File: config.mk
export PLATFORM = sky130hd
export DESIGN_NAME = mastermind_ctrl
export DESIGN_NICKNAME = d
export VERILOG_FILES = /design/src/rtl/mastermind_ctrl.sv
export SDC_FILE = /design/constraint.sdc
export NUM_CORES = 1
export LEC_CHECK = 0
export ABC_AREA = 1
export CAP_MARGIN = 20
export CORE_UTILIZATION = 39
export CTS_CLUSTER_DIAMETER = 200
export DETAILED_ROUTE_END_ITERATION = 10
export HOLD_SLACK_MARGIN = 0.06
export PLACE_DENSITY = 0.62
export SYNTH_ARGS = -nofsm -noshare
export SYNTH_HDL_FRONTEND = slang
export SYNTH_SLANG_ARGS = --single-unit
File: constraint.sdc
create_clock -name clk -period 4.5 [get_ports clk]
set_input_delay 1.35 -clock clk [delete_from_list [all_inputs] [get_ports clk]]
set_output_delay 1.35 -clock clk [all_outputs]
set_load 0.02 [all_outputs]
File: src/rtl/mastermind_ctrl.sv
// Mastermind game sequencer: peg editing from button pulses, 6x4 guess matrix,
// and a six-cycle colour-by-colour scorer producing black/white feedback per row.
module mastermind_ctrl (
    input  logic        clk,
    input  logic        rst_n,
    input  logic        start,
    input  logic [11:0] secret,
    input  logic        btn_up,
    input  logic        btn_down,
    input  logic        btn_left,
    input  logic        btn_right,
    input  logic        btn_enter,
    output logic [71:0] matrix_flat,
    output logic [2:0]  guess_num,
    output logic        q_Input,
    output logic [1:0]  cursor,
    output logic [35:0] feedback_flat,
    output logic        win,
    output logic        lose
);

    typedef enum logic [2:0] {IDLE, INPUT, CHECK, WIN, LOSE} state_t;

    state_t      state_q, state_d;
    logic [71:0] matrix_q, matrix_d;
    logic [35:0] feedback_q, feedback_d;
    logic [11:0] secret_q, secret_d;
    logic [2:0]  guess_q, guess_d;
    logic [1:0]  cursor_q, cursor_d;
    logic [2:0]  k_q, k_d;
    logic [2:0]  sum_q, sum_d;
    logic        win_q, win_d;
    logic        lose_q, lose_d;
    logic        q_input_q, q_input_d;

    function automatic logic [2:0] count_colour(input logic [11:0] code, input logic [2:0] colour);
        logic [2:0] n;
        n = '0;
        for (int i = 0; i < 4; i++) begin
            if (code[i*3 +: 3] == colour) n = n + 3'd1;
        end
        return n;
    endfunction

    function automatic logic [2:0] count_black(input logic [11:0] guess, input logic [11:0] code);
        logic [2:0] n;
        n = '0;
        for (int i = 0; i < 4; i++) begin
            if (guess[i*3 +: 3] == code[i*3 +: 3]) n = n + 3'd1;
        end
        return n;
    endfunction

    logic        secret_ok;
    logic [6:0]  row_base;
    logic [6:0]  peg_base;
    logic [5:0]  fb_base;
    logic [2:0]  cur_peg;
    logic [11:0] cur_row;
    logic        row_full;
    logic [2:0]  colour;
    logic [2:0]  cnt_guess;
    logic [2:0]  cnt_secret;
    logic [2:0]  black;
    logic [2:0]  white;

    always_comb begin
        secret_ok = 1'b1;
        for (int i = 0; i < 4; i++) begin
            if (secret[i*3 +: 3] == 3'd0 || secret[i*3 +: 3] == 3'd7) secret_ok = 1'b0;
        end
    end

    assign row_base   = 7'(guess_q) * 7'd12;
    assign peg_base   = row_base + 7'(cursor_q) * 7'd3;
    assign fb_base    = 6'(guess_q) * 6'd6;
    assign cur_peg    = matrix_q[peg_base +: 3];
    assign cur_row    = matrix_q[row_base +: 12];
    assign row_full   = (cur_row[2:0] != 3'd0) && (cur_row[5:3] != 3'd0) &&
                        (cur_row[8:6] != 3'd0) && (cur_row[11:9] != 3'd0);
    assign colour     = k_q + 3'd1;
    assign cnt_guess  = count_colour(cur_row, colour);
    assign cnt_secret = count_colour(secret_q, colour);
    assign black      = count_black(cur_row, secret_q);
    assign white      = sum_q - black;

    // Next-state logic; a valid start overrides everything, including an in-flight check.
    always_comb begin
        state_d    = state_q;
        matrix_d   = matrix_q;
        feedback_d = feedback_q;
        secret_d   = secret_q;
        guess_d    = guess_q;
        cursor_d   = cursor_q;
        k_d        = k_q;
        sum_d      = sum_q;
        win_d      = win_q;
        lose_d     = lose_q;
        if (start && secret_ok) begin
            state_d    = INPUT;
            matrix_d   = '0;
            feedback_d = '0;
            secret_d   = secret;
            guess_d    = '0;
            cursor_d   = '0;
            k_d        = '0;
            sum_d      = '0;
            win_d      = 1'b0;
            lose_d     = 1'b0;
        end else begin
            case (state_q)
                INPUT: begin
                    if (btn_enter) begin
                        if (row_full) begin
                            state_d = CHECK;
                            k_d     = '0;
                            sum_d   = '0;
                        end
                    end else if (btn_up) begin
                        matrix_d[peg_base +: 3] = (cur_peg == 3'd6) ? 3'd1 : cur_peg + 3'd1;
                    end else if (btn_down) begin
                        matrix_d[peg_base +: 3] = (cur_peg <= 3'd1) ? 3'd6 : cur_peg - 3'd1;
                    end else if (btn_left) begin
                        cursor_d = cursor_q - 2'd1;
                    end else if (btn_right) begin
                        cursor_d = cursor_q + 2'd1;
                    end
                end
                // Cycles k=0..5 accumulate per-colour overlap; the seventh cycle closes the row.
                CHECK: begin
                    if (k_q != 3'd6) begin
                        sum_d = sum_q + ((cnt_guess < cnt_secret) ? cnt_guess : cnt_secret);
                        k_d   = k_q + 3'd1;
                    end else begin
                        feedback_d[fb_base +: 6] = {white, black};
                        if (black == 3'd4) begin
                            state_d = WIN;
                            win_d   = 1'b1;
                        end else if (guess_q == 3'd5) begin
                            state_d = LOSE;
                            lose_d  = 1'b1;
                        end else begin
                            state_d  = INPUT;
                            guess_d  = guess_q + 3'd1;
                            cursor_d = '0;
                        end
                    end
                end
                default: ;
            endcase
        end
        q_input_d = (state_d == INPUT);
    end

    always_ff @(posedge clk or negedge rst_n) begin
        if (!rst_n) begin
            state_q    <= IDLE;
            matrix_q   <= '0;
            feedback_q <= '0;
            secret_q   <= '0;
            guess_q    <= '0;
            cursor_q   <= '0;
            k_q        <= '0;
            sum_q      <= '0;
            win_q      <= 1'b0;
            lose_q     <= 1'b0;
            q_input_q  <= 1'b0;
        end else begin
            state_q    <= state_d;
            matrix_q   <= matrix_d;
            feedback_q <= feedback_d;
            secret_q   <= secret_d;
            guess_q    <= guess_d;
            cursor_q   <= cursor_d;
            k_q        <= k_d;
            sum_q      <= sum_d;
            win_q      <= win_d;
            lose_q     <= lose_d;
            q_input_q  <= q_input_d;
        end
    end

    assign matrix_flat   = matrix_q;
    assign feedback_flat = feedback_q;
    assign guess_num     = guess_q;
    assign cursor        = cursor_q;
    assign q_Input       = q_input_q;
    assign win           = win_q;
    assign lose          = lose_q;

endmodule

* Yosys cells after proc, flatten, opt, wreduce, memory -nomap -nowiden
Cells that the tools add are included.
Word-level totals: register bits after elaboration 137, input bits 20, output and inout port bits 116, logic and storage cells 178
Cells by class: $add $sub $neg 20, multipliers 3, $lt $le $gt $ge 2, equal/unequal tests 37, shift operators 7, muxes and demuxes 69, reductions and logical operators 29
Operators by type and width (count):
- two-way mux 72 bit | 5
- bitwise mux 72 bit | 2
- indexed part select 3 x 9 -> 72 bit | 2
- two-way mux 36 bit | 3
- two-way mux 3 bit | 29
- variable shift 3 x 9 -> 72 bit (first input constant) | 1
- indexed part select 72 x 8 -> 12 bit | 1
- indexed part select 72 x 8 -> 3 bit | 1
- adder 3 x 1 -> 3 bit (second input constant) | 12
- bitwise mux 36 bit | 1
- == test 3 bit | 12
- variable shift 6 x 8 -> 36 bit (first input constant) | 1
- indexed part select 6 x 8 -> 36 bit | 1
- inequality test 3 bit (second input constant) | 10
- == test 3 bit (second input constant) | 7
- two-way mux 2 bit | 9
- case mux 3 bit (2 select lines) | 3
- nonzero test 3 bit | 6
- two-way mux 1 bit | 16
- logical NOT 3 bit | 4
- AND reduction 4 bit | 3
- multiplier 3 x 2 -> 5 bit (second input constant) | 2
- negation 7 -> 9 bit | 1
- negation 6 -> 8 bit | 1
- other kinds (21) | 34

* Depth between registers and ports, before layout
Gate-level depths: netlist of the first run.
depth after elaboration 16, depth in mapped cells 36, depth with buffers taken out 32

* Least setup slack after synthesis of the first run
Ideal clock, no wire load.
path kind register to register, start point register guess_q[0] (netlist: guess_num[0]), end point register sum_q[2], library setup time 0.132 ns, arrival 4.520 ns, path slack -0.153 ns, stages on the path, launching flop included 27, buffers on the path 2, period minus slack after synthesis 4.653 ns, cells stage by stage dfrtp_1 inv_2 buf_6 clkbuf_1 o21ai_0 nand2_1 nand2_1 o21ai_0 or2_2 nand3_1 nor2_1 ha_1 xor2_1 inv_1 ha_1 inv_1 nor2_1 xor2_1 ha_1 a21oi_1 o21a_1 o21ai_0 ha_1 fa_1 xor2_1 xnor2_1 o22ai_1
Between the ends: word-level cells in the longest chain between the ends 16, elaborated cells on any way between the ends 28, those cells by class 4 x add/sub; 1 x mul; 1 x order compare; 5 x eq/ne; 1 x shift; 8 x mux; 8 x reduce/logical
Ends and longest elaborated chain:
- from (decl) | line 28 | logic [2:0] guess_q, guess_d;
- from (signal assigned) | line 173 | guess_q <= guess_d;
- multiplier 3 x 2 -> 5 bit * | line 74 | assign row_base = 7'(guess_q) * 7'd12;
- indexed part select 72 x 8 -> 12 bit * | line 78 | assign cur_row = matrix_q[row_base +: 12];
- == test 3 bit | line 40 | if (code[i*3 +: 3] == colour) n = n + 3'd1;
- two-way mux 1 bit | line 40
- adder 3 x 1 -> 3 bit | line 40
- two-way mux 3 bit | line 40
- adder 3 x 1 -> 3 bit | line 40
- two-way mux 3 bit | line 40
- adder 3 x 1 -> 3 bit | line 40
- two-way mux 3 bit | line 40
- < comparator 3 bit | line 132 | sum_d = sum_q + ((cnt_guess < cnt_secret) ? cnt_guess : cnt_secret);
- two-way mux 3 bit | line 132
- adder 3 bit | line 132
- two-way mux 3 bit | line 131 | if (k_q != 3'd6) begin
- case mux 3 bit (2 select lines) | line 111 | case (state_q)
- two-way mux 3 bit | line 99 | if (start && secret_ok) begin
- to (signal assigned) | line 176 | sum_q <= sum_d;
- to (decl) | line 31 | logic [2:0] sum_q, sum_d;
Mark *: on every way between the ends. The rest lies on a longest branch, timed or not. The select of a mux whose other input is x is not followed. A chain may end at the register's enable or synchronous reset.

* Final worst setup path of the first run
Ends and elaborated chain as after synthesis.

==> results of run 1 <==
-- final cells by class --
cell class              count  area (sq um)
clock inverters            13         146.4
flip-flops and latches    137          3431
well taps                 435         544.3
repair buffers            397          3562
inverters                 207         793.3
multi-input cells        1608          8444
fillers                  3237         14620
clock buffers              17         425.4
-- kinds of logic (layout without fill, tap and decap cells) --
family | count (synthesis) | after routing | synth area share [%]
fa+ha+maj | 35 | 35 | 3.594
compound gates | 391 | 391 | 17.33
xor+xnor | 47 | 47 | 3.682
flops | 137 | 137 | 26.76
simple gates | 1133 | 1133 | 38.71
buf+inv | 303 | 634 | 9.758
mux | 2 | 2 | 0.1660
-- state kept, by name, summed over array words and instances (netlist names) --
register	flops
matrix_flat	72
feedback_flat	36
secret_q	12
guess_num	3
k_q	3
state_q	3
sum_q	3
cursor	2
lose	1
q_Input	1
win	1
-- cell usage in the layout (no fill, tap or decap), types with 16 or more instances in the layout --
cell type and instances:
nand3_1 190, nor2_1 192, clkdlybuf4s50_1 134, buf_4 241, inv_1 171, xor2_1 21, dfrtp_1 135, inv_2 30
clkbuf_16 21, nand2_2 20, nand4_1 38, o21ai_0 120, xnor2_1 16, o21ai_1 52, ha_1 24, o211ai_1 33
nand2_1 578, a21oi_1 114, nor3_1 41
-- metal layers --
metal	share of wire (%)	wire [microns]	GRT usage (%)
met1	42	26750	52.12
met2	44	27830	57.95
met3	9.6	6113	6.652
met4	4.7	2969	16.50
met5	0	0	0
-- power by group --
part,leakage [nW],internal [mW],switching (mW)
logic,5.99,3.42,5.96
registers,1.88,1.38,0.224
clock network,0.276,0.816,0.623
-- critical path, stage by stage (launching register included) --
cell       delay [ns]
dfrtp_2          0.45
clkinv_4         0.13
clkbuf_16        0.18
a21oi_1          0.10
o21ai_0          0.09
o21ai_1          0.12
nand2_1          0.09
o21ai_2          0.11
xor2_2           0.23
nor2_4           0.06
ha_4             0.28
xor2_2           0.16
inv_1            0.07
ha_2             0.25
mux2_2           0.27
ha_1             0.28
nand2_1          0.06
o21a_1           0.21
nand2_1          0.08
o21ai_2          0.06
ha_2             0.17
fa_2             0.37
xor2_2           0.16
xnor2_1          0.12
o22ai_1          0.18
-- path summary, 6_finish.rpt --
kind                                     endpoint  slack, ns  cells after the start
max in group asynchronous         matrix_flat[27]       2.75                      2
worst max-delay path                     sum_q[2]       0.12                     24
min in group asynchronous        feedback_flat[3]       0.89                      1
worst min register to register  feedback_flat[12]       0.48                      2
worst min-delay path            feedback_flat[12]       0.48                      2
worst max register to register           sum_q[2]       0.12                     24
-- repair_timing --
| item | CTS | global route |
|---|---|---|
| pin swaps | 1 | 32 |
| gates cloned | 0 | 4 |
| gates resized for setup | 18 | 93 |
| buffers inserted | 1 | 17 |
| setup endpoints to repair | 27 | 97 |
==> results.toml, run 1 <==
[setup_path]
path_max_fanout = 7
critPathLaunch = "guess_num[0]"
path_class = "reg -> reg"
crit_path_start_kind = "register"
critPathRequiredTime_ns = 4.85
r2r-start = "guess_num[0]"
cp-end-kind = "register"
arrival_ns = 4.73

[synthesis]
yosysSeqAreaShare_pct = 26.76
netlist_area_sq_mm = 0.01281
synth-edff-count = 0
ys.flop_type = "dfrtp_1"
async_flop_share_pct = 100.0
syn_area_per_cell_sq_um = 6.255
synth_top_cell_area_share_pct = 26.76
syn_nets = 2103
yosys_warnings = 0
synth_area_leaders = "dfrtp_1, nand2_1, nand3_1"
synth_common_cells = "nand2_1, nor2_1, nand3_1"
synth_top_cell_by_area = "dfrtp_1"
synthCells = 2048
ys_ff_latch = 137
synth_cell_types = 67
synth_most_common_cell = "nand2_1"

[pwr]
power_mw = 12.43
power.density_cell_area_mw_per_mm2 = 716.6
peakVddDrop_v = 0.0005682
leakage_nw = 8.142

[floorplanning]
die_x_microns = 183.2
rows = 65
io_pins = 136
dieArea_sq_mm = 0.03358
core-area_sq_mm = 0.03196
fp.dieH_microns = 183.2
initial_utilization_pct = 40.08

[sta]
rsz0062_at_grt = "yes"
hold_viol = 0
maxSlewHeadroom_pct = 58.27
final.min_clock_period_ns = 4.381
finClkSkew_ns = 0.01290
max_freq_mhz = 228.3
whs_ns = 0.4779
worst_pin_slew_ns = 0.6236
fin_crit_sh_pct = 97.35
setup_ws_ns = 0.1194
final_max_slew_viol_count = 0
setup_tns_ns = 0
setup_viol = 0

[finish]
diodes = 0
drive_gt1_share_pct = 19.46
fin_area_sq_mm = 0.01735
post-route-util_pct = 54.27
synthToLayoutAreaGrowth_pct = 35.42
instances_no_fill = 2814
fin_nets = 2423

[routing]
drt-wirelength-per-cell_microns = 22.62
drt-pass1-iter-count = 6
antenna_left = 0
drc = 0
vias = 16080
drtIter0Drc = 1905
post_drt_via_cell_ratio = 5.713
wl_mm = 63.66

[clock_network]
cts_buffers = 17
cts.path.max_buffers = 2
cts-root-buf = "clkbuf_16"
clock_latency_ns = 0.44
cts_sinks = 137
clkSlewWorstSetupHoldPaths_ns = 0.07
htreeDepth = 4
holdBufCountCts = 0
tritoncts = "built"

[placed_design]
dp_cells = 2762
place_area_sq_mm = 0.01617
io_buffer_count = 135
dp_hpwl_mm = 49.82
gp_congestion = 1.068
dp_slack_ns = -0.2688

[grt]
antenna_found_initial = 1
grt_use_total_pct = 37.86
grt_max_degree = 88
grt_pass1_wl_mm = 93.92
grt_pass1_vias = 14990
grt_overflow = 0

[worst_hold_path]
hold_path.startpoint = "feedback_flat[12]"
hold_class = "reg -> reg"

[run]
drv_cap = 0

[run_status]
status = "complete, no violations"
Note: power is estimated with default switching activity, not from simulation.
==> run 2, diff against run 1 <==
- CTS_CLUSTER_DIAMETER: 200 -> 50
==> results of run 2 <==
No change in the layout: final DEF, timing and power equal those of run 1.
==> run 3, diff against run 2 <==
- RECOVER_POWER: unset -> 100
==> results.toml, run 3 (synthesized netlist as in run 1, its figures left out) <==
[placed_design]
io_buffer_count = 135
place_area_sq_mm = 0.01617
gp_congestion = 1.068
dp_cells = 2762
dp_hpwl_mm = 49.82

[floorplanning]
rows = 65
io_pins = 136
initial_utilization_pct = 40.08
core-area_sq_mm = 0.03196
die_x_microns = 183.2
dieArea_sq_mm = 0.03358
fp.dieH_microns = 183.2

[sta]
final_max_slew_viol_count = 63
final.min_clock_period_ns = 4.372
setup_viol = 0
worst_pin_slew_ns = 2.792
finClkSkew_ns = 0.01501
max_freq_mhz = 228.7
rsz0062_at_grt = "yes"
hold_viol = 0
maxSlewHeadroom_pct = -86.14
fin_crit_sh_pct = 97.16

[grt]
antenna_found_initial = 4
grt_max_degree = 88
grt_use_total_pct = 37.86
grt_pass1_wl_mm = 93.92
grt_pass1_vias = 14990
grt_overflow = 0

[clock_network]
cts_buffers = 17
clkSlewWorstSetupHoldPaths_ns = 0.07
cts-root-buf = "clkbuf_16"
cts_sinks = 137
clock_latency_ns = 0.44
tritoncts = "built"
holdBufCountCts = 0
htreeDepth = 4
cts.path.max_buffers = 2

[finish]
nFillCells = 3242
layout_common_cells = "nand2_1, buf_4, nor2_1"
largest_register_ffs = 72
instances_no_fill = 2815
final_common_cell = "nand2_1"
fin_nets = 2423
fin_area_sq_mm = 0.01733
multi_input_comb_area_sq_mm = 0.008444
seqCellArea_sq_mm = 0.003431
drive_gt1_share_pct = 19.29
synthToLayoutAreaGrowth_pct = 35.28

[pwr]
power_frac_seq_pct = 13.0
peakVddDrop_v = 0.0005654
pwr-share-comb_pct = 75.4
leakage_nw = 8.531
p_sw_mw = 6.817
p_int_mw = 5.583
power.density_cell_area_mw_per_mm2 = 715.6
clkPwrFrac_pct = 11.6
p_sw_share_pct = 54.98

[setup_path]
arrival_ns = 4.72
rr_worst_depth = 24
path_class = "reg -> reg"
path_depth = 24
cp_slowest_cell = "dfrtp_2"
critical_path.cell_chain = "clkinv_4 -> clkbuf_16 -> a21oi_1 -> o21ai_0 -> o21ai_1 -> nand2_1 -> o21ai_2 -> xor2_2 -> nor2_4 -> ha_4 -> xor2_2 -> inv_1 -> ha_2 -> mux2_2 -> ha_1 -> nand2_1 -> o21a_1 -> nand2_1 -> o21ai_2 -> ha_2 -> fa_2 -> xor2_2 -> xnor2_1 -> o22ai_1"
path_max_fanout = 7
cp_top_family = "adder cells"
cpPeakStageDelay_ns = 0.45
critPathLaunch = "guess_num[0]"
crit_path_start_kind = "register"
cp-end-kind = "register"
r2r-start = "guess_num[0]"
critPathRequiredTime_ns = 4.85
crit_buf_inv = 3

[run]
drv_cap = 1

[routing]
drt-pass1-iter-count = 6
antenna_left = 0
post_drt_via_cell_ratio = 5.689
drtIter0Drc = 1907
wl_mm = 63.66
vias = 16010
drt-wirelength-per-cell_microns = 22.61
drc = 0

[worst_hold_path]
hold_class = "reg -> reg"
hold_path.startpoint = "feedback_flat[12]"
worstHoldPathCells = 2

[run_status]
status = "complete, but fails checks"
violations = "max-capacitance violations, max-slew violations"
[run 3: worst min-delay path: stages (launching register included)]
cell and delay, ns:
dfrtp_1 0.34, nand2_1 0.05, nand2_1 0.05
[run 3: power by group through the flow]
stage	combinational [mW]	clock, mW	sequential [mW]
floorplan	4.76	0	1.66
global placement	8.76	0	1.61
detailed placement	8.77	0	1.61
CTS	8.85	1.44	1.59
global route	10.0	1.50	1.61
finish	9.35	1.44	1.61
[run 3: final cells by class]
class / count / share of cell area [%]
diodes: 1 / 0.01444
clock buffers: 17 / 2.455
clock inverters: 13 / 0.8448
inverters: 207 / 4.578
multi-input cells: 1608 / 48.73
flip-flops and latches: 137 / 19.80
well taps: 435 / 3.141
repair buffers: 397 / 20.44
[run 3: through the flow]
| step | hold WS [ns] | utilization, % | power (mW) | worst slack, ns | TNS (ns) |
|---|---|---|---|---|---|
| global placement | 0.4668 | 50.60 | 10.37 | -0.01694 | -0.01694 |
| global route | 0.5035 | 54.21 | 13.13 | -0.1583 | -0.8717 |
| finish | 0.4723 | 54.22 | 12.40 | 0.1280 | 0 |
| detailed placement | 0.4659 | 50.60 | 10.38 | -0.2688 | -2.555 |
| CTS | 0.4837 | 52.59 | 11.88 | 0.0004867 | 0 |
| floorplan | 0.4530 | - | 6.419 | 0.01328 | 0 |
[run 3: what timing repair did]
action | CTS | global route
gates cloned | 0 | 4
resized for setup | 18 | 93
setup endpoints to repair | 27 | 97
setup buffers | 1 | 17
pin swaps | 1 | 32
[run 3: worst paths after layout]
check / slack, ns / to
worst max register to register: 0.13 / sum_q[2]
min in group asynchronous: 1.92 / feedback_flat[2]
worst min-delay path: 0.47 / feedback_flat[12]
worst max-delay path: 0.13 / sum_q[2]
max in group asynchronous: 0.77 / matrix_flat[27]
worst min register to register: 0.47 / feedback_flat[12]
[run 3: per-layer routing]
metal | global-route usage, % | up-vias | routed length, microns
met4 | 16.50 | 2 | 3014
met1 | 52.12 | 7527 | 26660
li1 | - | 7415 | -
met3 | 6.652 | 159 | 6224
met5 | 0 | - | 8
met2 | 57.95 | 911 | 27750
